==> src/rtl/hazard_forward_pkg.sv <==
// Shared types for the hazard/forwarding unit.
// Shadow-entry layout, forward-select encoding and the hit test.
package hazard_forward_pkg;

    localparam int DATA_W_DEF = 32;
    localparam int ADDR_W_DEF = 5;

    typedef enum logic [1:0] {
        FWD_RF  = 2'd0,
        FWD_EX  = 2'd1,
        FWD_MEM = 2'd2,
        FWD_WB  = 2'd3
    } fwd_sel_e;

    typedef struct packed {
        logic                  valid;
        logic                  wr_en;
        logic [ADDR_W_DEF-1:0] addr;
        logic                  is_load;
    } shadow_t;

    function automatic logic entry_hit(
        input shadow_t               e,
        input logic [ADDR_W_DEF-1:0] a,
        input logic                  used,
        input bit                    zero_hw
    );
        return e.valid & e.wr_en & used & (e.addr == a)
             & ~(zero_hw & (e.addr == '0));
    endfunction

endpackage

==> src/rtl/hazard_forward_if.sv <==
// Decode-side bundle between the decoder/datapath and the forwarding unit.
interface hazard_forward_if #(
    parameter int DATA_W = 32,
    parameter int ADDR_W = 5
);
    logic              iDEC_valid;
    logic [ADDR_W-1:0] iDEC_ra_addr;
    logic [ADDR_W-1:0] iDEC_rt_addr;
    logic              iDEC_ra_used;
    logic              iDEC_rt_used;
    logic [ADDR_W-1:0] iDEC_write_reg_addr;
    logic              iDEC_do_reg_write;
    logic              iDEC_do_dm_read;
    logic [DATA_W-1:0] iRF_ra_data;
    logic [DATA_W-1:0] iRF_rt_data;
    logic [DATA_W-1:0] iEX_alu_result;
    logic [DATA_W-1:0] iMEM_write_reg_data;
    logic [DATA_W-1:0] oFWD_ra_data;
    logic [DATA_W-1:0] oFWD_rt_data;
    logic [1:0]        oFWD_ra_sel;
    logic [1:0]        oFWD_rt_sel;
    logic              oSTALL;
    logic              oBUBBLE;

    modport master (
        output iDEC_valid, iDEC_ra_addr, iDEC_rt_addr,
        output iDEC_ra_used, iDEC_rt_used,
        output iDEC_write_reg_addr, iDEC_do_reg_write,
        output iDEC_do_dm_read,
        output iRF_ra_data, iRF_rt_data,
        output iEX_alu_result, iMEM_write_reg_data,
        input  oFWD_ra_data, oFWD_rt_data,
        input  oFWD_ra_sel, oFWD_rt_sel,
        input  oSTALL, oBUBBLE
    );

    modport slave (
        input  iDEC_valid, iDEC_ra_addr, iDEC_rt_addr,
        input  iDEC_ra_used, iDEC_rt_used,
        input  iDEC_write_reg_addr, iDEC_do_reg_write,
        input  iDEC_do_dm_read,
        input  iRF_ra_data, iRF_rt_data,
        input  iEX_alu_result, iMEM_write_reg_data,
        output oFWD_ra_data, oFWD_rt_data,
        output oFWD_ra_sel, oFWD_rt_sel,
        output oSTALL, oBUBBLE
    );
endinterface

==> src/rtl/hazard_forward_operand_mux.sv <==
// Per-operand forward selection: youngest writer wins, EX loads flag a hazard.
module forward_operand_mux
    import hazard_forward_pkg::*;
#(
    parameter int DATA_W             = DATA_W_DEF,
    parameter int ADDR_W             = ADDR_W_DEF,
    parameter bit ZERO_REG_HARDWIRED = 1'b0
) (
    input  logic [ADDR_W-1:0] addr_i,
    input  logic              used_i,
    input  shadow_t           ex_i,
    input  shadow_t           mem_i,
    input  shadow_t           wb_i,
    input  logic [DATA_W-1:0] rf_data_i,
    input  logic [DATA_W-1:0] ex_data_i,
    input  logic [DATA_W-1:0] mem_data_i,
    input  logic [DATA_W-1:0] wb_data_i,
    output fwd_sel_e          sel_o,
    output logic [DATA_W-1:0] data_o,
    output logic              load_hit_o
);
    logic ex_hit;
    logic mem_hit;
    logic wb_hit;
    logic unused_load_flags;

    assign ex_hit  = entry_hit(ex_i, addr_i, used_i, ZERO_REG_HARDWIRED);
    assign mem_hit = entry_hit(mem_i, addr_i, used_i, ZERO_REG_HARDWIRED);
    assign wb_hit  = entry_hit(wb_i, addr_i, used_i, ZERO_REG_HARDWIRED);
    assign unused_load_flags = mem_i.is_load ^ wb_i.is_load;

    // An EX load owns the operand: no fallback to older stages while it stalls.
    always_comb begin
        sel_o      = FWD_RF;
        load_hit_o = 1'b0;
        if (ex_hit) begin
            if (ex_i.is_load) begin
                load_hit_o = 1'b1;
            end else begin
                sel_o = FWD_EX;
            end
        end else if (mem_hit) begin
            sel_o = FWD_MEM;
        end else if (wb_hit) begin
            sel_o = FWD_WB;
        end
    end

    always_comb begin
        data_o = rf_data_i;
        unique case (sel_o)
            FWD_RF:  data_o = rf_data_i;
            FWD_EX:  data_o = ex_data_i;
            FWD_MEM: data_o = mem_data_i;
            FWD_WB:  data_o = wb_data_i;
        endcase
    end
endmodule

==> src/rtl/hazard_forward.sv <==
// Shadow EX/MEM/WB pipeline feeding operand forwarding and load-use stall.
module hazard_forward
    import hazard_forward_pkg::*;
#(
    parameter int DATA_W             = DATA_W_DEF,
    parameter int ADDR_W             = ADDR_W_DEF,
    parameter bit ZERO_REG_HARDWIRED = 1'b0
) (
    input  logic           clock,
    input  logic           reset,
    hazard_forward_if.slave bus
);
    shadow_t           ex_q, ex_d;
    shadow_t           mem_q, mem_d;
    shadow_t           wb_q, wb_d;
    logic [DATA_W-1:0] wb_data_q, wb_data_d;
    fwd_sel_e          ra_sel, rt_sel;
    logic              ra_load_hit, rt_load_hit;
    logic              stall;

    assign stall = bus.iDEC_valid & (ra_load_hit | rt_load_hit);

    // A stalled decode leaves a bubble behind it in EX.
    always_comb begin
        ex_d         = '0;
        ex_d.valid   = bus.iDEC_valid & ~stall;
        ex_d.wr_en   = bus.iDEC_do_reg_write;
        ex_d.addr    = bus.iDEC_write_reg_addr;
        ex_d.is_load = bus.iDEC_do_dm_read;
    end

    assign mem_d     = ex_q;
    assign wb_d      = mem_q;
    assign wb_data_d = bus.iMEM_write_reg_data;

    always_ff @(negedge clock or posedge reset) begin
        if (reset) begin
            ex_q      <= '0;
            mem_q     <= '0;
            wb_q      <= '0;
            wb_data_q <= '0;
        end else begin
            ex_q      <= ex_d;
            mem_q     <= mem_d;
            wb_q      <= wb_d;
            wb_data_q <= wb_data_d;
        end
    end

    forward_operand_mux #(
        .DATA_W(DATA_W), .ADDR_W(ADDR_W),
        .ZERO_REG_HARDWIRED(ZERO_REG_HARDWIRED)
    ) u_ra (
        .addr_i(bus.iDEC_ra_addr), .used_i(bus.iDEC_ra_used),
        .ex_i(ex_q), .mem_i(mem_q), .wb_i(wb_q),
        .rf_data_i(bus.iRF_ra_data), .ex_data_i(bus.iEX_alu_result),
        .mem_data_i(bus.iMEM_write_reg_data), .wb_data_i(wb_data_q),
        .sel_o(ra_sel), .data_o(bus.oFWD_ra_data),
        .load_hit_o(ra_load_hit)
    );

    forward_operand_mux #(
        .DATA_W(DATA_W), .ADDR_W(ADDR_W),
        .ZERO_REG_HARDWIRED(ZERO_REG_HARDWIRED)
    ) u_rt (
        .addr_i(bus.iDEC_rt_addr), .used_i(bus.iDEC_rt_used),
        .ex_i(ex_q), .mem_i(mem_q), .wb_i(wb_q),
        .rf_data_i(bus.iRF_rt_data), .ex_data_i(bus.iEX_alu_result),
        .mem_data_i(bus.iMEM_write_reg_data), .wb_data_i(wb_data_q),
        .sel_o(rt_sel), .data_o(bus.oFWD_rt_data),
        .load_hit_o(rt_load_hit)
    );

    assign bus.oFWD_ra_sel = ra_sel;
    assign bus.oFWD_rt_sel = rt_sel;
    assign bus.oSTALL      = stall;
    assign bus.oBUBBLE     = stall;
endmodule

==> src/flat_wrapper.sv <==
// flat-port wrapper written by rule: the top's interface ports become plain ports
module hazard_forward_flat import hazard_forward_pkg::*;
#(
    parameter int DATA_W             = DATA_W_DEF,
    parameter int ADDR_W             = ADDR_W_DEF,
    parameter bit ZERO_REG_HARDWIRED = 1'b0
)
  (clock, reset, bus_iDEC_valid, bus_iDEC_ra_addr, bus_iDEC_rt_addr, bus_iDEC_ra_used, bus_iDEC_rt_used, bus_iDEC_write_reg_addr, bus_iDEC_do_reg_write, bus_iDEC_do_dm_read, bus_iRF_ra_data, bus_iRF_rt_data, bus_iEX_alu_result, bus_iMEM_write_reg_data, bus_oFWD_ra_data, bus_oFWD_rt_data, bus_oFWD_ra_sel, bus_oFWD_rt_sel, bus_oSTALL, bus_oBUBBLE);
  hazard_forward_if #(.DATA_W(DATA_W), .ADDR_W(ADDR_W)) bus_i ();
  input  logic clock;
  input  logic reset;
  input wire logic [$bits(bus_i.iDEC_valid)-1:0] bus_iDEC_valid;
  input wire logic [$bits(bus_i.iDEC_ra_addr)-1:0] bus_iDEC_ra_addr;
  input wire logic [$bits(bus_i.iDEC_rt_addr)-1:0] bus_iDEC_rt_addr;
  input wire logic [$bits(bus_i.iDEC_ra_used)-1:0] bus_iDEC_ra_used;
  input wire logic [$bits(bus_i.iDEC_rt_used)-1:0] bus_iDEC_rt_used;
  input wire logic [$bits(bus_i.iDEC_write_reg_addr)-1:0] bus_iDEC_write_reg_addr;
  input wire logic [$bits(bus_i.iDEC_do_reg_write)-1:0] bus_iDEC_do_reg_write;
  input wire logic [$bits(bus_i.iDEC_do_dm_read)-1:0] bus_iDEC_do_dm_read;
  input wire logic [$bits(bus_i.iRF_ra_data)-1:0] bus_iRF_ra_data;
  input wire logic [$bits(bus_i.iRF_rt_data)-1:0] bus_iRF_rt_data;
  input wire logic [$bits(bus_i.iEX_alu_result)-1:0] bus_iEX_alu_result;
  input wire logic [$bits(bus_i.iMEM_write_reg_data)-1:0] bus_iMEM_write_reg_data;
  output wire logic [$bits(bus_i.oFWD_ra_data)-1:0] bus_oFWD_ra_data;
  output wire logic [$bits(bus_i.oFWD_rt_data)-1:0] bus_oFWD_rt_data;
  output wire logic [$bits(bus_i.oFWD_ra_sel)-1:0] bus_oFWD_ra_sel;
  output wire logic [$bits(bus_i.oFWD_rt_sel)-1:0] bus_oFWD_rt_sel;
  output wire logic [$bits(bus_i.oSTALL)-1:0] bus_oSTALL;
  output wire logic [$bits(bus_i.oBUBBLE)-1:0] bus_oBUBBLE;
  assign bus_i.iDEC_valid = bus_iDEC_valid;
  assign bus_i.iDEC_ra_addr = bus_iDEC_ra_addr;
  assign bus_i.iDEC_rt_addr = bus_iDEC_rt_addr;
  assign bus_i.iDEC_ra_used = bus_iDEC_ra_used;
  assign bus_i.iDEC_rt_used = bus_iDEC_rt_used;
  assign bus_i.iDEC_write_reg_addr = bus_iDEC_write_reg_addr;
  assign bus_i.iDEC_do_reg_write = bus_iDEC_do_reg_write;
  assign bus_i.iDEC_do_dm_read = bus_iDEC_do_dm_read;
  assign bus_i.iRF_ra_data = bus_iRF_ra_data;
  assign bus_i.iRF_rt_data = bus_iRF_rt_data;
  assign bus_i.iEX_alu_result = bus_iEX_alu_result;
  assign bus_i.iMEM_write_reg_data = bus_iMEM_write_reg_data;
  assign bus_oFWD_ra_data = bus_i.oFWD_ra_data;
  assign bus_oFWD_rt_data = bus_i.oFWD_rt_data;
  assign bus_oFWD_ra_sel = bus_i.oFWD_ra_sel;
  assign bus_oFWD_rt_sel = bus_i.oFWD_rt_sel;
  assign bus_oSTALL = bus_i.oSTALL;
  assign bus_oBUBBLE = bus_i.oBUBBLE;
  hazard_forward #(.DATA_W(DATA_W), .ADDR_W(ADDR_W), .ZERO_REG_HARDWIRED(ZERO_REG_HARDWIRED)) u_core (.clock(clock), .reset(reset), .bus(bus_i));
endmodule
==> config.mk <==
export PLATFORM = sky130hd
export DESIGN_NAME = hazard_forward_flat
export DESIGN_NICKNAME = d
export VERILOG_FILES = /design/src/rtl/hazard_forward_pkg.sv /design/src/rtl/hazard_forward_if.sv /design/src/rtl/hazard_forward_operand_mux.sv /design/src/rtl/hazard_forward.sv /design/src/flat_wrapper.sv
export SDC_FILE = /design/constraint.sdc
export NUM_CORES = 1
export LEC_CHECK = 0
export BUFFER_PORTS_ARGS = -buffer_cell sky130_fd_sc_hd__buf_2
export CORE_MARGIN = 1
export CORE_UTILIZATION = 45
export DETAILED_ROUTE_END_ITERATION = 7
export HOLD_SLACK_MARGIN = 0.05
export MAX_ROUTING_LAYER = met4
export PLACE_DENSITY = 0.83
export SLEW_MARGIN = 25
export SYNTH_ARGS = -nofsm -noshare
export SYNTH_HDL_FRONTEND = slang
export SYNTH_SLANG_ARGS = --single-unit
==> constraint.sdc <==
create_clock -name clock -period 2.78 [get_ports clock]
set_input_delay 0.278 -clock clock [delete_from_list [all_inputs] [get_ports clock]]
set_output_delay 0.278 -clock clock [all_outputs]
set_load 0.05 [all_outputs]
==> results of run 1 <==
-- logic make-up after synthesis --
| logic type | synth area share (%) |
|---|---|
| xor+xnor | 6.90 |
| buf+inv | 9.51 |
| simple gates | 23.3 |
| compound gates | 26.0 |
| flops | 34.3 |
-- per-stage QoR --
step	instance area, um^2	setup slack [ps]	cells	util [%]	TNS [ps]
2_1_floorplan	5200	-969	533	-	-64410
3_3_place_gp	7180	-1170	929	86.1	-76280
3_5_place_dp	7180	-1300	929	86.1	-79770
==> reports/results.env, run 1 <==
OUTCOME='did not finish'
HALTSTAGE='clock tree synthesis (4_1_cts)'
FIRST-ERROR='[ERROR DPL-0038] Utilization greater than 100%, impossible to legalize'
SINKS_ON_CLOCK_NET=54
TRITONCTS_BUFFERS=5
TOP_CELL_TYPES_BY_OCCURRENCE_AFTER_SYNTHESIS='96 x sky130_fd_sc_hd__nor2_1, 63 x sky130_fd_sc_hd__a31oi_1, 54 x sky130_fd_sc_hd__dfrtn_1'
YOSYSMOSTFREQUENTCELL='sky130_fd_sc_hd__nor2_1'
POSTSYNTHCELLCOUNT=533
YS_ASYNC_SR_FRACTION_PCT=100
SYNTH_TOP_AREA_SHARE_PCT=34.3
MAPPEDNETLISTNETS=683
ROWS=33
LARGEST_CELLS_BY_AREA_AFTER_SYNTHESIS='sky130_fd_sc_hd__dfrtn_1 34%, sky130_fd_sc_hd__a31oi_1 10%, sky130_fd_sc_hd__nor2_1 9.2%'
SYNTH_SEQ_AREA_SHARE_PCT=34.3
CLOCK_TREE.ROOT_CELL='sky130_fd_sc_hd__clkbuf_8'
CTS_SETUP_BUFFERS=11
SYNTH_TOP_AREA_CELL='sky130_fd_sc_hd__dfrtn_1'
CTS.HTREE.LEVELS=2
HORIZONTAL_EXTENT_OF_THE_DIE_UM=95.5
DPL.HPWL_UM=14000
DIE_Y_UM=95.5
SYNTH_AREA_MM2=0.00394
COUNT_OF_FLIP_FLOPS_WITH_A_BUILT_IN_ENABLE_AFTER_SYNTHESIS=0
YS.FLOP_TYPE='sky130_fd_sc_hd__dfrtn_1'
GP_ROUTABILITY_CONGESTION=0.939
SYNTHESIS.AREA_PER_INSTANCE_UM2=7.38
FLOORPLAN.INITIALDENSITY_PCT=47.2
BOUNDARYPINS=220
SYNTH.LIB_CELLS_USED.DISTINCT=35
CTS_HOLD_BUF=0
CTS_MAX_PATH_BUFFERS=2
CTS.REPAIR.RESIZED=264
PLACE.PORT_BUFFERS=219
NUMBER_OF_SYNTHESIZED_REGISTER_BITS=54
SYNTH_WARNINGS=0
==> run 2, diff against run 1 <==
--- a/config.mk
+++ b/config.mk
@@ -7,11 +7,9 @@
 export LEC_CHECK = 0
 export BUFFER_PORTS_ARGS = -buffer_cell sky130_fd_sc_hd__buf_2
 export CORE_MARGIN = 1
-export CORE_UTILIZATION = 45
+export CORE_UTILIZATION = 40
 export DETAILED_ROUTE_END_ITERATION = 7
-export HOLD_SLACK_MARGIN = 0.05
-export MAX_ROUTING_LAYER = met4
-export PLACE_DENSITY = 0.83
+export PLACE_DENSITY_LB_ADDON = 0.15
 export SLEW_MARGIN = 25
 export SYNTH_ARGS = -nofsm -noshare
 export SYNTH_HDL_FRONTEND = slang
==> reports/results.env, run 2 <==
SLEW_VIOL_FINAL=0
OUTCOME='complete, but fails checks'
NUMBER_OF_GLOBAL_ROUTE_VIAS_BEFORE_REPAIR=6289
ANT_NETS=0
DIE-AREA_MM2=0.0102
FINALHOLDVIOLCOUNT=0
SINKS_ON_CLOCK_NET=54  # unchanged
TOTALWIRELENGTH_UM=29000
DRC_ERRORS=0
WORST_SLEW_PIN_SLEW_PS=688
GRT_REMAINING_OVERFLOW=0
SYNTH_TOP_AREA_CELL='sky130_fd_sc_hd__dfrtn_1'
TIMING.HOLD.WORST.START='u_core.ex_q[6]'
TOP_REGS='u_core.wb_data_q (32), u_core.ex_q (8)'
SYNTH_SEQ_AREA_SHARE_PCT=34.3  # unchanged
CLOCK_TREE.ROOT_CELL='sky130_fd_sc_hd__clkbuf_8'
HORIZONTAL_EXTENT_OF_THE_DIE_UM=101  # +5.9%
TRITONCTS='done'
MOST_FREQUENT_CELLS_IN_THE_LAYOUT='146 x sky130_fd_sc_hd__buf_2, 88 x sky130_fd_sc_hd__buf_4, 71 x sky130_fd_sc_hd__buf_6, 54 x sky130_fd_sc_hd__dfrtn_1, 47 x sky130_fd_sc_hd__nor2_1'
P_PER_AREA_mW_PER_MM2=279
SYNTHESIS.AREA_PER_INSTANCE_UM2=7.38  # unchanged
LARGEST_CELLS_BY_AREA_AFTER_SYNTHESIS='sky130_fd_sc_hd__dfrtn_1 34%, sky130_fd_sc_hd__a31oi_1 10%, sky130_fd_sc_hd__nor2_1 9.2%'
YS.FLOP_TYPE='sky130_fd_sc_hd__dfrtn_1'
GRT_PASS1_WL_UM=32400
POST_DRT_VIA_CELL_RATIO=7.10
GP_ROUTABILITY_CONGESTION=0.894  # -4.7%
CTS.HTREE.LEVELS=2  # unchanged
SYNTH_WARNINGS=0  # unchanged
SETUP_TNS_PS=-106970
CP-END-KIND='output pin'
FIN_NETS=992
POSTSYNTHCELLCOUNT=533  # unchanged
WORST_SKEW_PAIR.LATE_LATENCY_PS=320
MAX-CAP-VIOLATIONS=0
TIMING.HOLD.WS_PS=366
FIRST_PASS_ITERS=5
DIE_Y_UM=101  # +5.9%
RSZ0062_AT_GRT='yes'
GR-USAGE-ALL-LAYERS_PCT=41.5
TOP_CELL_TYPES_BY_OCCURRENCE_AFTER_SYNTHESIS='96 x sky130_fd_sc_hd__nor2_1, 63 x sky130_fd_sc_hd__a31oi_1, 54 x sky130_fd_sc_hd__dfrtn_1'
CLASS_OF_THE_MOST_CRITICAL_SETUP_PATH='flop to output pin'
FINALSETUPVIOLCOUNT=71
ANTENNA_VIOLATIONS_BEFORE_REPAIR=4
BOUNDARYPINS=220  # unchanged
YS_ASYNC_SR_FRACTION_PCT=100  # unchanged
FLOORPLAN.INITIALDENSITY_PCT=42.0  # -5.2 points
POST_ROUTE_CELLS_DRIVE_ABOVE_1_SHARE_PCT=68.9
CTS_HOLD_BUF=0  # unchanged
VIOLATIONS='setup timing'
VDD_DROP_MAX_mV=0.287
LARGEST_NET_DEGREE_AT_THE_START_OF_GLOBAL_ROUTING=55
POWER_LEAKAGE_nW=3.67
NUM_VIAS=6921
SYNTH_TOP_AREA_SHARE_PCT=34.3  # unchanged
DETAILEDROUTE.FIRSTITERATIONVIOLATIONS=820
COREAREA_MM2=0.00937
AVG_WL_PER_CELL_UM=29.7
PLACE.PORT_BUFFERS=219  # unchanged
HP-CLASS='flop to flop'
TIMING.MAX_SLEW.REL_SLACK_PCT=53.9
WORSTPATHMAXFANOUT=26
WORST_SETUP_HOLD_PATH_CLK_SLEW_PS=80
ROWS=35  # +6.1%
AREA_GROWTH_SYN_TO_LAYOUT_PCT=128
FIN_SKEW_PS=3.66
WORST-ENDPOINT-ARRIVAL_PS=4290
COUNT_OF_FLIP_FLOPS_WITH_A_BUILT_IN_ENABLE_AFTER_SYNTHESIS=0  # unchanged
SYNTH.LIB_CELLS_USED.DISTINCT=35  # unchanged
LARGEST_REGISTER_FFS=32
CP_DATA_REQUIRED_TIME_PS=2500
LARGEST-REGISTER='u_core.wb_data_q'
LAYOUT_COMMONEST_CELL='sky130_fd_sc_hd__buf_2'
NUMBER_OF_SYNTHESIZED_REGISTER_BITS=54  # unchanged
MAPPEDNETLISTNETS=683  # unchanged
YOSYSMOSTFREQUENTCELL='sky130_fd_sc_hd__nor2_1'
SYNTH_AREA_MM2=0.00394  # unchanged
DPL.HPWL_UM=12600  # -9.9%
CTS_MAX_PATH_BUFFERS=2  # unchanged
TRITONCTS_BUFFERS=5  # unchanged
CRIT-REG2REG-LAUNCH='u_core.ex_q[1]'
START_KIND='flop'
TIMING.CRITICAL_PATH.FROM='u_core.ex_q[3]'
FINAL_CRITICAL_PATH_SETUP_SLACK_PS=-1790
[run 2: cell counts after synthesis]
No cell type changed its count.
[run 2: per-stage QoR]
stage               utilization [%]  std cells  worst slack (ps)  total power [mW]  cell area (um^2)
floorplan                         -        533              -969              1.37              5200
global placement               76.5        939             -1160              1.67              7170
detailed placement             76.5        939             -1320              1.69              7170
CTS                            88.2        966             -1400              2.32              8270
global route                   95.6        974             -1920              2.55              8960
finish                         95.6        975             -1790              2.50              8960
[run 2: cell families (layout without fill, tap and decap cells)]
group | Yosys count | after routing | synth area share, %
xor+xnor | 31 | 31 | 6.90
simple gates | 193 | 193 | 23.3
buf+inv | 89 | 399 | 9.51
compound gates | 166 | 166 | 26.0
other cells | 0 | 3 | 0
flops | 54 | 54 | 34.3
[run 2: final cells by class]
type / instances / area [um^2]
Antenna cell: 3 / 7.51
Clock buffer: 5 / 68.8
Clock inverter: 3 / 28.8
Fill cell: 222 / 412
Inverter: 38 / 150
Multi-Input combinational cell: 390 / 4140
Sequential cell: 54 / 1350
Tap cell: 129 / 161
Timing Repair Buffer: 353 / 3050
[run 2: worst paths after layout]
| path | cells past startpoint | slack [ps] | end |
|---|---|---|---|
| hold reg to reg | 0 | 370 | u_core.mem_q[6] |
| hold / removal | 0 | 370 | u_core.mem_q[6] |
| min in group asynchronous | 3 | 1300 | u_core.wb_data_q[26] |
| max in group asynchronous | 3 | 1170 | u_core.wb_data_q[0] |
| setup / recovery | 9 | -1790 | bus_oFWD_rt_data[13] |
| setup reg to reg | 9 | 650 | u_core.ex_q[7] |
[run 2: where the power goes]
group          internal (mW)  total (mW)  switching, mW
clock network          0.190       0.521          0.330
logic                  0.459        1.11          0.652
registers              0.832       0.866         0.0337
total                   1.48        2.50           1.02
[run 2: critical path, stage by stage, from the launching register on]
cell and delay, ps:
sky130_fd_sc_hd__dfrtn_1 480, sky130_fd_sc_hd__xnor2_1 190, sky130_fd_sc_hd__nand4_1 250, sky130_fd_sc_hd__buf_4 240
sky130_fd_sc_hd__nor2_4 250, sky130_fd_sc_hd__buf_12 240, sky130_fd_sc_hd__nor4_2 80, sky130_fd_sc_hd__a31oi_1 530
sky130_fd_sc_hd__a21oi_4 120, sky130_fd_sc_hd__buf_6 190
[run 2: per-layer routing]
metal  wire [um]  vias up  track usage (%)
li1            -     2550                -
met1        8990     3225             46.9
met2       13100      819             70.4
met3        3820      325             10.7
met4        3070        2             25.4
met5          13        -                0
[run 2: timing repair]
action,4_1_cts,5_1_grt
pin swaps,13,27
setup buffers,14,11
endpoints found under the setup margin,71,71
gates resized for setup,235,138
gates cloned,6,0
Note: power is estimated with default switching activity, not from simulation.
==> run 3, diff against run 2 <==
--- a/config.mk
+++ b/config.mk
@@ -13,4 +13,5 @@
 export SLEW_MARGIN = 25
 export SYNTH_ARGS = -nofsm -noshare
 export SYNTH_HDL_FRONTEND = slang
+export SYNTH_HIERARCHICAL = 1
 export SYNTH_SLANG_ARGS = --single-unit
==> reports/results.env, run 3 <==
OUTCOME='complete, but fails checks'
VIOLATIONS='setup timing'
FIN_SKEW_PS=5.71  # +2.05 ps
NUMBER_OF_GLOBAL_ROUTE_VIAS_BEFORE_REPAIR=5247  # -17%
CP-END-KIND='output pin'
GR-USAGE-ALL-LAYERS_PCT=33.2  # -8.3 points
CP_DATA_REQUIRED_TIME_PS=2500  # about the same
CTS_MAX_PATH_BUFFERS=2  # unchanged
POWER_SWITCHING_SHARE_PCT=37.0  # -3.7 points
AREA_GROWTH_SYN_TO_LAYOUT_PCT=93.5
SEQUENTIAL_FRACTION_OF_DESIGN_POWER_PCT=39.6  # +4.9 points
AVG_WL_PER_CELL_UM=18.8  # -37%
BOUNDARYPINS=220  # unchanged
NUM_VIAS=4919  # -29%
DETAILEDROUTE.FIRSTITERATIONVIOLATIONS=260  # -68%
POWER.SHARE.COMBINATIONAL_PCT=38.6  # -5.9 points
SINKS_ON_CLOCK_NET=54  # unchanged
LAYOUT_COMMONEST_CELL='sky130_fd_sc_hd__buf_2'
POST_ROUTE_CELLS_DRIVE_ABOVE_1_SHARE_PCT=55.6  # -13 points
LARGEST-REGISTER='u_core/wb_data_q'
SYNTH_WARNINGS=6  # +6
TIMING.HOLD.WS_PS=351  # -15.2 ps
LAYOUT.FILLER_CELLS=579  # +160%
TRITONCTS='done'
SUMMED_AREA_OF_NON_FILLER_CELLS_IN_THE_FINAL_LAYOUT_MM2=0.00707  # -21%
TRITONCTS_BUFFERS=5  # unchanged
FINALHOLDVIOLCOUNT=0  # unchanged
SYNTH_AREA_MM2=0.00365  # -7.2%
START_KIND='flop'
FINAL_CELL_COUNT_NO_FILL=843  # -14%
WORST_SETUP_HOLD_PATH_CLK_SLEW_PS=70  # about the same
HP-CLASS='flop to flop'
ROWS=34  # -2.9%
TIMING.MAX_SLEW.REL_SLACK_PCT=67.3  # +13 points
DIE-AREA_MM2=0.00952  # -7.0%
PLACE_INST=826  # -12%
WORST_SKEW_PAIR.LATE_LATENCY_PS=310  # about the same
CRITICAL_PATH.CELL_CHAIN='xnor2_1 > nand4_1 > or3_4 > a31oi_4 > buf_12 > nor2_1 > a31oi_2 > buf_6'
FINISH.UTILIZATION_PCT=80.7  # -15 points
POSTSYNTHCELLCOUNT=482  # -9.6%
MAPPEDNETLISTNETS=632  # -7.5%
COREAREA_MM2=0.00876  # -6.5%
ANT_NETS=0  # unchanged
VDD_DROP_MAX_mV=0.270  # -6.0%
CLASS_OF_THE_MOST_CRITICAL_SETUP_PATH='flop to output pin'
WORST-ENDPOINT-ARRIVAL_PS=3840  # -450 ps
SLEW_VIOL_FINAL=0  # unchanged
CTS.HTREE.LEVELS=2  # unchanged
LARGEST_NET_DEGREE_AT_THE_START_OF_GLOBAL_ROUTING=55  # unchanged
FIRST_PASS_ITERS=5  # unchanged
WORSTPATHMAXFANOUT=16  # -38%
POST_DRT_VIA_CELL_RATIO=5.84  # -18%
P_PER_AREA_mW_PER_MM2=307  # +10%
ANTENNA_CELLS=0  # -3
SYNTHESIS.AREA_PER_INSTANCE_UM2=7.58  # +2.6%
DRC_ERRORS=0  # unchanged
CLOCK_TREE.ROOT_CELL='sky130_fd_sc_hd__clkbuf_8'
MAX-CAP-VIOLATIONS=0  # unchanged
CRITICAL-PATH-MAX-STAGE-DELAY_PS=490  # -40 ps
TOP_REGS='u_core/wb_data_q (32), u_core/ex_q (8)'
TOTALWIRELENGTH_UM=15800  # -45%
ANTENNA_VIOLATIONS_BEFORE_REPAIR=1  # -3
RSZ0062_AT_GRT='yes'
POWER_LEAKAGE_nW=2.77  # -24%
GRT_PASS1_WL_UM=25400  # -22%
HORIZONTAL_EXTENT_OF_THE_DIE_UM=97.6  # -3.6%
GRT_REMAINING_OVERFLOW=0  # unchanged
DIE_Y_UM=97.6  # -3.6%
FIN_NETS=884  # -11%
GP_ROUTABILITY_CONGESTION=0.841  # -5.9%
INTERNAL-POWER_mW=1.37  # -7.6%
SWITCHINGPOWER_mW=0.804  # -21%
WORST_SLEW_PIN_SLEW_PS=490  # -198 ps
FINALSETUPVIOLCOUNT=70  # -1.4%
WORST_PATH_MAX_DELAY_CELL='sky130_fd_sc_hd__dfrtn_1'
PLACE.PORT_BUFFERS=219  # unchanged
FLOORPLAN.INITIALDENSITY_PCT=41.7  # -0.31 points
CLOCK_POWER_SHARE_PCT=21.9  # +1.1 points
PLACE_AREA_MM2=0.00632  # -12%
MOST_FREQUENT_CELLS_IN_THE_LAYOUT='149 x sky130_fd_sc_hd__buf_2, 119 x sky130_fd_sc_hd__o21ai_0, 67 x sky130_fd_sc_hd__buf_6, 63 x sky130_fd_sc_hd__a31oi_4, 59 x sky130_fd_sc_hd__nand2_1'
DPL.HPWL_UM=11300  # -11%
LARGEST_REGISTER_FFS=32  # unchanged
FINAL_CRITICAL_PATH_SETUP_SLACK_PS=-1340  # +453 ps
run 3: routing by layer:
layer / vias up / part of all wire, % / GRT usage (%)
li1: 2221 / - / -
met2: 282 / 52 / 61.5
met3: 42 / 8.4 / 6.04
met1: 2372 / 37 / 37.5
met4: 2 / 2.9 / 12.6
met5: - / 0.070 / 0
run 3: stage by stage:
step / worst slack (ps) / TNS [ps] / total power [mW]
detailed placement: -1100 / -69920 / 1.60
finish: -1340 / -87680 / 2.17
floorplan: -979 / -54080 / 1.34
global route: -1410 / -93270 / 2.26
CTS: -1300 / -85850 / 2.18
global placement: -1040 / -67730 / 1.58
run 3: cell type report:
| cell class | count | area [um^2] | area share (%) |
|---|---|---|---|
| inverters | 3 | 15.0 | 0.212 |
| clock buffers | 5 | 68.8 | 0.974 |
| clock inverters | 3 | 28.8 | 0.407 |
| multi-input cells | 388 | 3300 | 46.6 |
| repair buffers | 282 | 2170 | 30.7 |
| flip-flops and latches | 54 | 1350 | 19.1 |
| well taps | 108 | 135 | 1.91 |
run 3: worst max-delay path, delay by kind of cell, from the launching register on:
kind                   cells  cell delay [ps]
flip-flops                 1              490
buffers and inverters      2              410
AND/OR/NAND/NOR            3              710
AO/OA/AOI/OAI              2              380
XOR/XNOR                   1              140
run 3: final timing paths:
path	start	to	slack [ps]	cells after the start
max in group asynchronous	reset	u_core/wb_data_q[14]	1200	3
worst max register to register	u_core/ex_q[4]	u_core/ex_q[7]	1170	7
worst min register to register	u_core/ex_q[6]	u_core/mem_q[6]	350	0
min in group asynchronous	reset	u_core/wb_q[1]	1300	3
worst min-delay path	u_core/ex_q[6]	u_core/mem_q[6]	350	0
worst max-delay path	u_core/mem_q[5]	bus_oFWD_ra_data[0]	-1340	8
run 3: power groups by stage:
stage,logic (mW),clock network [mW],registers [mW]
6_report,0.838,0.475,0.860
5_1_grt,0.877,0.516,0.864
4_1_cts,0.831,0.487,0.858
3_5_place_dp,0.726,0,0.872
3_3_place_gp,0.714,0,0.869
2_1_floorplan,0.474,0,0.867
run 3: what timing repair did:
item | CTS | global route
gates cloned | 1 | 0
resized for setup | 168 | 6
endpoints found under the setup margin | 70 | 70
hold buffers | 0 | 0
buffers inserted | 9 | 1
pin swaps | 17 | 4
==> run 4, diff against run 3 <==
--- a/config.mk
+++ b/config.mk
@@ -8,6 +8,7 @@
 export BUFFER_PORTS_ARGS = -buffer_cell sky130_fd_sc_hd__buf_2
 export CORE_MARGIN = 1
 export CORE_UTILIZATION = 40
+export CTS_CLUSTER_SIZE = 16
 export DETAILED_ROUTE_END_ITERATION = 7
 export PLACE_DENSITY_LB_ADDON = 0.15
 export SLEW_MARGIN = 25
==> constraint.sdc (replaced) <==
create_clock -name clock -period 4.05 [get_ports clock]
set_input_delay 0.405 -clock clock [delete_from_list [all_inputs] [get_ports clock]]
set_output_delay 0.405 -clock clock [all_outputs]
set_load 0.005 [all_outputs]
==> reports/results.env, run 4 (synthesized netlist as in run 3, its figures left out) <==
OUTCOME='complete, but fails checks'
VIOLATIONS='setup timing'
LARGEST_NET_DEGREE_AT_THE_START_OF_GLOBAL_ROUTING=47  # -15%
HP-CLASS='flop to flop'
SETUP_TNS_PS=-45770  # +41900 ps
LARGEST-REGISTER='u_core/wb_data_q'
WORSTPATHMAXFANOUT=7  # -9
FINALSETUPVIOLCOUNT=70  # unchanged
FIN_NETS=883  # -0.11%
DIE_Y_UM=97.6  # unchanged
BOUNDARYPINS=220  # unchanged
REGTOREGSETUPSLACK_PS=2420  # +1250 ps
AREA_GROWTH_SYN_TO_LAYOUT_PCT=59.3
FLOORPLAN.INITIALDENSITY_PCT=41.7  # unchanged
ANTENNA_CELLS=0  # unchanged
WORST_SKEW_PAIR.LATE_LATENCY_PS=310  # about the same
RSZ0062_AT_GRT='yes'
LAYOUT_COMMONEST_CELL='sky130_fd_sc_hd__buf_2'
CLOCK_TREE.ROOT_CELL='sky130_fd_sc_hd__clkbuf_8'
SINKS_ON_CLOCK_NET=54  # unchanged
DPL.HPWL_UM=10100  # -11%
GRT_REMAINING_OVERFLOW=0  # unchanged
TRITONCTS_BUFFERS=5  # unchanged
FIN_SKEW_PS=7.94  # +2.23 ps
WORST-PATH-BUF-INV=3  # +1
WORST_SETUP_HOLD_PATH_CLK_SLEW_PS=70  # about the same
GR-USAGE-ALL-LAYERS_PCT=28.2  # -5.0 points
AVG_WL_PER_CELL_UM=17.5  # -7.0%
WORST_PATH_MAX_DELAY_CELL='sky130_fd_sc_hd__dfrtn_1'
ANTENNA_VIOLATIONS_BEFORE_REPAIR=0  # -1
TIMING.HOLD.WS_PS=354  # +2.78 ps
P_PER_AREA_mW_PER_MM2=208  # -32%
MAX-CAP-VIOLATIONS=0  # unchanged
SLEW_VIOL_FINAL=0  # unchanged
WORST-ENDPOINT-ARRIVAL_PS=4390  # +550 ps
ANT_NETS=0  # unchanged
CP_DATA_REQUIRED_TIME_PS=3640  # +1140 ps
CP-END-KIND='output pin'
HORIZONTAL_EXTENT_OF_THE_DIE_UM=97.6  # unchanged
GP_ROUTABILITY_CONGESTION=0.863  # +2.5%
POWER_LEAKAGE_nW=2.54  # -8.4%
COREAREA_MM2=0.00876  # unchanged
POST_ROUTE_CELLS_DRIVE_ABOVE_1_SHARE_PCT=48.6  # -7.0 points
CTS.HTREE.LEVELS=2  # unchanged
MOST_FREQUENT_CELLS_IN_THE_LAYOUT='219 x sky130_fd_sc_hd__buf_2, 125 x sky130_fd_sc_hd__o21ai_0, 59 x sky130_fd_sc_hd__a31oi_1, 57 x sky130_fd_sc_hd__nand2_1, 54 x sky130_fd_sc_hd__dfrtn_1'
DRC_ERRORS=0  # unchanged
FINALHOLDVIOLCOUNT=0  # unchanged
START_KIND='flop'
CRITICAL_PATH.CELL_CHAIN='xnor2_2 > nand4_1 > or2_4 > a31oi_4 > buf_12 > clkbuf_16 > nor2_2 > a31oi_1 > buf_2'
CTS_MAX_PATH_BUFFERS=2  # unchanged
PLACE.PORT_BUFFERS=219  # unchanged
LAYOUT.FILLER_CELLS=774  # +34%
VDD_DROP_MAX_mV=0.160  # -41%
GRT_PASS1_WL_UM=21800  # -14%
TRITONCTS='done'
CLASS_OF_THE_MOST_CRITICAL_SETUP_PATH='flop to output pin'
ROWS=34  # unchanged
TOTALWIRELENGTH_UM=14700  # -7.1%
NUMBER_OF_GLOBAL_ROUTE_VIAS_BEFORE_REPAIR=4536  # -14%
WORST_SLEW_PIN_SLEW_PS=454  # -36.9 ps
FINAL_CRITICAL_PATH_SETUP_SLACK_PS=-742  # +594 ps
NUM_VIAS=4693  # -4.6%
FIRST_PASS_ITERS=6  # +1
POST_DRT_VIA_CELL_RATIO=5.57  # -4.5%
TOP_REGS='u_core/wb_data_q (32), u_core/ex_q (8)'
DIE-AREA_MM2=0.00952  # unchanged
LARGEST_REGISTER_FFS=32  # unchanged
DETAILEDROUTE.FIRSTITERATIONVIOLATIONS=260  # unchanged
TIMING.MAX_SLEW.REL_SLACK_PCT=69.7  # +2.4 points
CRITICAL-PATH-MAX-STAGE-DELAY_PS=490  # about the same
TIMING.CRITICAL_PATH.MAX_DELAY_FAMILY='simple AND/OR/NAND/NOR gates'
[run 4: layer usage]
layer  wire (um)  vias up  GRT usage, %  share of wire (%)
met5           0        -             0                  0
li1            -     2225             -                  -
met1        5800     2172          34.8                 39
met2        7360      264          50.2                 50
met4         313        0          9.05                2.1
met3        1230       32          4.03                8.4
[run 4: worst paths after layout]
| check | startpoint | endpoint | depth (start not counted) |
|---|---|---|---|
| min reg2reg | u_core/mem_q[7] | u_core/wb_q[7] | 0 |
| max in group asynchronous | reset | u_core/wb_q[6] | 3 |
| max reg2reg | u_core/ex_q[4] | u_core/ex_q[7] | 7 |
| min in group asynchronous | reset | u_core/wb_data_q[5] | 2 |
| max | u_core/ex_q[4] | bus_oFWD_rt_data[31] | 9 |
| min | u_core/mem_q[7] | u_core/wb_q[7] | 0 |
[run 4: layout make-up]
class                   count  area [um^2]  share of cell area, %
flip-flops and latches     54         1350                   23.2
repair buffers            281         1850                   31.7
clock buffers               5         68.8                   1.18
clock inverters             3         26.3                  0.452
multi-input cells         388         2380                   40.9
inverters                   3         11.3                  0.194
well taps                 108          135                   2.32
[run 4: power breakdown]
part	switching [mW]	internal, mW	total (mW)
clock network	0.191	0.125	0.316
registers	0.0181	0.571	0.590
logic	0.150	0.156	0.307
total	0.359	0.853	1.21
[run 4: per-stage QoR]
stage	power, mW	worst slack [ps]	std cells	utilization [%]	instance area, um^2
floorplan	0.703	0.316	482	-	3660
global placement	0.859	-264	813	57.8	5060
detailed placement	0.864	-343	813	57.8	5060
CTS	1.19	-649	831	61.1	5350
global route	1.28	-816	842	66.4	5820
finish	1.21	-742	842	66.4	5820
[run 4: repair_timing]
item	CTS	global route
pin swaps	4	16
hold buffers	0	0
gates resized for setup	22	75
gates cloned	3	6
buffers inserted	7	6
setup endpoints to repair	70	70
